## src/rtl/if_id_stage.sv

```systemverilog
// Fetch stage: PC register, IF/ID pipeline register, load-use stall and branch/jump redirect.
// Optional hazard counters are built when IF_ID_HAZARD_STATS_EN is defined.
module if_id_stage #(
  parameter logic [31:0] PC_RESET  = 32'h0000_0000,
  parameter logic [31:0] NOP_INSTR = 32'h0000_0000
) (
  input  logic        clk_i,
  input  logic        rst_i,
  input  logic        start_i,
  input  logic [31:0] instr_i,
  input  logic        branch_i,
  input  logic [31:0] branch_target_i,
  input  logic        jump_i,
  input  logic [31:0] jump_target_i,
  input  logic        ID_EX_MemRead_i,
  input  logic [4:0]  ID_EX_RT_i,
  output logic [31:0] pc_o,
  output logic [31:0] instr_o,
  output logic [31:0] pc4_o,
  output logic        stall_o,
`ifdef IF_ID_HAZARD_STATS_EN
  output logic [31:0] stall_cnt_o,
  output logic [31:0] flush_cnt_o,
`endif
  output logic        ctrl_bubble_o
);

  typedef enum logic {StIdle, StRun} state_e;

  state_e      r_state, w_state_next;
  logic [31:0] r_pc, w_pc_next;
  logic [31:0] r_instr, w_instr_next;
  logic [31:0] r_pc4, w_pc4_next;
  logic [31:0] w_pc_plus4;
  logic        w_hazard;
  logic        w_stall;
  logic        w_flush;

  assign w_pc_plus4 = r_pc + 32'd4;

  // rt == 0 is excluded: writes to register zero never create a dependency.
  assign w_hazard = ID_EX_MemRead_i && (ID_EX_RT_i != 5'd0) &&
                    ((ID_EX_RT_i == r_instr[25:21]) || (ID_EX_RT_i == r_instr[20:16]));
  assign w_stall  = w_hazard && (r_state == StRun);
  assign w_flush  = (r_state == StRun) && !w_stall && (jump_i || branch_i);

  always_comb begin
    w_state_next = r_state;
    w_pc_next    = r_pc;
    w_instr_next = r_instr;
    w_pc4_next   = r_pc4;
    unique case (r_state)
      StIdle: begin
        w_instr_next = NOP_INSTR;
        w_pc4_next   = 32'd0;
        if (start_i) w_state_next = StRun;
      end
      StRun: begin
        if (!start_i) begin
          // Dropping start wins over a pending stall; the PC holds.
          w_state_next = StIdle;
          w_instr_next = NOP_INSTR;
          w_pc4_next   = 32'd0;
        end else if (w_stall) begin
          // Hold everything; redirects wait until ID operands are valid.
        end else if (jump_i) begin
          w_pc_next    = jump_target_i;
          w_instr_next = NOP_INSTR;
          w_pc4_next   = 32'd0;
        end else if (branch_i) begin
          w_pc_next    = branch_target_i;
          w_instr_next = NOP_INSTR;
          w_pc4_next   = 32'd0;
        end else begin
          w_pc_next    = w_pc_plus4;
          w_instr_next = instr_i;
          w_pc4_next   = w_pc_plus4;
        end
      end
      default: w_state_next = StIdle;
    endcase
  end

  always_ff @(posedge clk_i or negedge rst_i) begin
    if (!rst_i) begin
      r_state <= StIdle;
      r_pc    <= PC_RESET;
      r_instr <= NOP_INSTR;
      r_pc4   <= 32'd0;
    end else begin
      r_state <= w_state_next;
      r_pc    <= w_pc_next;
      r_instr <= w_instr_next;
      r_pc4   <= w_pc4_next;
    end
  end

`ifdef IF_ID_HAZARD_STATS_EN
  logic [31:0] r_stall_cnt;
  logic [31:0] r_flush_cnt;

  // Both counters saturate rather than wrap.
  always_ff @(posedge clk_i or negedge rst_i) begin
    if (!rst_i) begin
      r_stall_cnt <= 32'd0;
      r_flush_cnt <= 32'd0;
    end else begin
      if (w_stall && (r_stall_cnt != 32'hFFFF_FFFF)) r_stall_cnt <= r_stall_cnt + 32'd1;
      if (w_flush && (r_flush_cnt != 32'hFFFF_FFFF)) r_flush_cnt <= r_flush_cnt + 32'd1;
    end
  end

  assign stall_cnt_o = r_stall_cnt;
  assign flush_cnt_o = r_flush_cnt;
`else
  logic w_unused_flush;
  assign w_unused_flush = w_flush;
`endif

  assign pc_o          = r_pc;
  assign instr_o       = r_instr;
  assign pc4_o         = r_pc4;
  assign stall_o       = w_stall;
  assign ctrl_bubble_o = w_stall || (r_state == StIdle);

endmodule
```

## config.mk

```make
export PLATFORM = sky130hd
export DESIGN_NAME = if_id_stage
export DESIGN_NICKNAME = d
export VERILOG_FILES = /design/src/rtl/if_id_stage.sv
export SDC_FILE = /design/constraint.sdc
export NUM_CORES = 1
export LEC_CHECK = 0
export BUFFER_PORTS_ARGS = -buffer_cell sky130_fd_sc_hd__buf_4
export CAP_MARGIN = 0
export CORE_ASPECT_RATIO = 1.75
export CORE_MARGIN = 2
export CORE_UTILIZATION = 35
export DETAILED_ROUTE_END_ITERATION = 6
export PLACE_DENSITY = 0.73
export RECOVER_POWER = 100
export REMOVE_ABC_BUFFERS = 1
export SLEW_MARGIN = 40
export SYNTH_ARGS = -nofsm -noshare
export SYNTH_HDL_FRONTEND = slang
export SYNTH_SLANG_ARGS = --single-unit
```

## constraint.sdc

```tcl
create_clock -name clk_i -period 3.2 [get_ports clk_i]
set_input_delay 0.16 -clock clk_i [delete_from_list [all_inputs] [get_ports clk_i]]
set_output_delay 0.16 -clock clk_i [all_outputs]
set_load 0.01 [all_outputs]
```

==> results.cfg <==
[run_status]
outcome = complete, but fails checks
violations = capacitance limit, slew limit

[drt]
post_drt_via_cell_ratio = 5.423
ant_nets = 0
via_count = 4626
dr.first_iter.drc_count = 196
detail_route.wl_per_cell_um = 19.12
drcViolationCount = 0
first_pass_iters = 5
totalWireLength_um = 16310

[clock_network]
cts_tree = yes
clk_pin_slew_worst_paths_ns = 0.07
root_buffer = clkbuf_16
cts_max_path_buffers = 2
cts_resized = 0
clkLatencyLatePin_ns = 0.35
htreeDepth = 3
cts.sinks = 97
cts_buffers = 9

[power]
p_sw_frac = 0.2984
power_frac_comb = 0.178
peakVddDrop_v = 0.0002802
clkPwrFrac = 0.364
power.leakage_nw = 2.863
p_sw_w = 0.0009355
p_int_w = 0.002200
power_density_nw_per_um2 = 485.1
seq_power_share = 0.457

[critical_path]
critPathMaxStageDelay_ns = 0.88
worstPathMaxFanout = 56
reg2reg_slack_ns = 0.59
crit_chain = xor2_1 > nor3_1 > a22oi_1 > o21bai_1 > clkbuf_2 > o21ai_0 > o21ai_0
worstReg2RegStart = instr_o[23]
r2r-end = pc_o[17]
crit_path_start_kind = flop
critPathKind = flop to flop
arrival_ns = 2.87
path_common_cell = o21ai_0
reg2reg_depth = 7
endpoint_kind = flop
worst_ep_required_time_ns = 3.46
slowest_stage = clkbuf_2

[min_path]
hold_path_startpoint = instr_i[3]
hold_class = input pin to flop
whs_endpoint = instr_o[3]
hold_depth = 2

[cells_and_area]
multi_input_area_um2 = 2230
num_antenna_cells = 0
final-instance-count-excl-fill = 853
regArea_um2 = 2427
synthToLayoutAreaGrowth_pct = 33.59
drive_above_1_share = 0.2121
finalNetCount = 782
fillers = 1348

[global_routing]
grt_pass1_wl_um = 25520
grt_max_degree = 57
antenna_found_initial = 0
grt_usage = 0.2189
grt_pass1_vias = 4859
grt_overflow_total = 0

[synthesis]
synth-edff-count = 0
synth_top_cell_area_share = 0.5017
async_flop_share = 1.000
yosys_warnings = 0
syn_inst = 484
synth_flop_cell = dfrtp_1
ys_ff_latch = 97
ys_types = 48
netlist_area_um2 = 4838
synthTopCellsByArea = dfrtp_1, a22o_1, o21ai_0, xnor2_1, nand2_1
ys_seq_area_frac = 0.5017
synth_top_area_cell = dfrtp_1
avgSynthCellArea_um2 = 9.997

[floorplan]
die_h_um = 159.5
die_w_um = 92.88
rows = 56
pin_count = 205
core_um2 = 13450
die_area_um2 = 14820
start_util = 0.3597

[run]
drv_cap = 2

[sta]
final.setup.tns_ns = 0
slew_headroom = -0.1155
fin_ws_ns = 0.5888
hold_violations = 0
min_period_ns = 2.611
fmax_mhz = 383.0
finalSetupViolations = 0
drv_slew = 30
rsz0062_at_grt = no
clock_skew_ns = 0.009710
period_share = 0.8160
worst_pin_slew_ns = 1.673

[placed_design]
place_ws_ns = 0.6809
gp_congestion = 0.8253
post-dp-hpwl_um = 11890
dp_cells = 835
io_buffers = 204
-- power groups by stage --
stage,sequential (W),clock (W),combinational (W)
6_report,0.00143,0.00114,0.000559
4_1_cts,0.00143,0.00116,0.000637
5_1_grt,0.00145,0.00121,0.000615
3_5_place_dp,0.00146,0,0.000633
3_3_place_gp,0.00145,0,0.000617
2_1_floorplan,0.00147,0,0.000233
-- critical path: cells and delay by family, from the launching register on --
kind	cells	cell delay (ns)
compound gates	4	0.85
buf+inv	1	0.88
xor+xnor	1	0.15
flops	1	0.40
simple gates	1	0.22
-- repair_timing --
action                                  CTS  global route
endpoints found under the hold margin    43             0
buffers inserted                          0             0
endpoints found under the setup margin    0             0
hold buffers                              2             0
-- synthesized netlist by cell type (all sizes together), types with 10 or more instances --
cell type	instances
inv	14
dfrtp	97
xor2	17
clkbuf	30
xnor2	21
a22o	44
nand2	45
o21ai	51
nor2	32
a21oi	21
nand3	10
nor3	10
-- metrics by stage --
stage | power (W) | instance area [um^2] | hold slack (ns) | util
finish | 0.003136 | 6464 | 0.02150 | 0.4805
global placement | 0.002069 | 6528 | 0.1945 | 0.4852
detailed placement | 0.002091 | 6528 | 0.2053 | 0.4852
CTS | 0.003235 | 6860 | 0.01205 | 0.5100
floorplan | 0.001704 | 4700 | -0.1356 | -
global route | 0.003276 | 6464 | 0.01600 | 0.4805
-- how the worst max path moves through the flow --
stage                     start    endpoint  slack, ns  depth (start not counted)
floorplan           instr_o[19]  instr_o[0]      -1.20                          5
global placement       pc_o[12]    pc_o[28]       0.71                          6
detailed placement     pc_o[12]    pc_o[30]       0.68                          6
CTS                     pc_o[2]    pc_o[20]       0.64                          7
global route        instr_o[23]    pc_o[18]       0.30                          7
finish              instr_o[23]    pc_o[17]       0.59                          7
-- layout by cell type (no fill, tap or decap), types with 3 or more instances in the layout --
cell type,count
buf_4,109
clkbuf_1,100
dfrtp_1,97
o21ai_0,50
nand2_1,45
a22o_1,44
nor2_1,31
xnor2_1,21
a21oi_1,21
xor2_1,17
inv_1,14
nor3_1,10
o22ai_1,9
mux2i_1,9
clkbuf_16,9
a221oi_1,8
a22oi_1,7
nand3_1,6
and3_1,6
nand4_1,5
o31a_1,5
nand3_2,4
or2_2,3
nor4_1,3
a21o_1,3
-- area by class of cell --
type,instances,area share
clock buffers,10,0.03697
clock inverters,6,0.01142
inverters,14,0.008130
multi-input cells,339,0.3449
flip-flops and latches,97,0.3755
well taps,174,0.03368
repair buffers,213,0.1893
-- layer usage --
| layer | part of all wire | GRT usage |
|---|---|---|
| met3 | 0.060 | 0.03786 |
| met5 | 0 | 0 |
| met2 | 0.53 | 0.3864 |
| met1 | 0.37 | 0.2512 |
| met4 | 0.040 | 0.1056 |
-- state kept, by name, summed over array words and instances (netlist names) --
| signal | count |
|---|---|
| instr_o | 32 |
| pc4_o | 32 |
| pc_o | 32 |
| r_state | 1 |
-- cells by family after synthesis --
group                    after synthesis  synth area share
AND/OR/NAND/NOR                      126            0.1293
multiplexers                          11           0.02327
buffers and inverters                 48           0.03957
AO/OA/AOI/OAI                        163            0.2348
adder cells (fa/ha/maj)                1          0.002586
flip-flops                            97            0.5017
XOR/XNOR                              38           0.06879
Power figures use the tool's default switching activity.
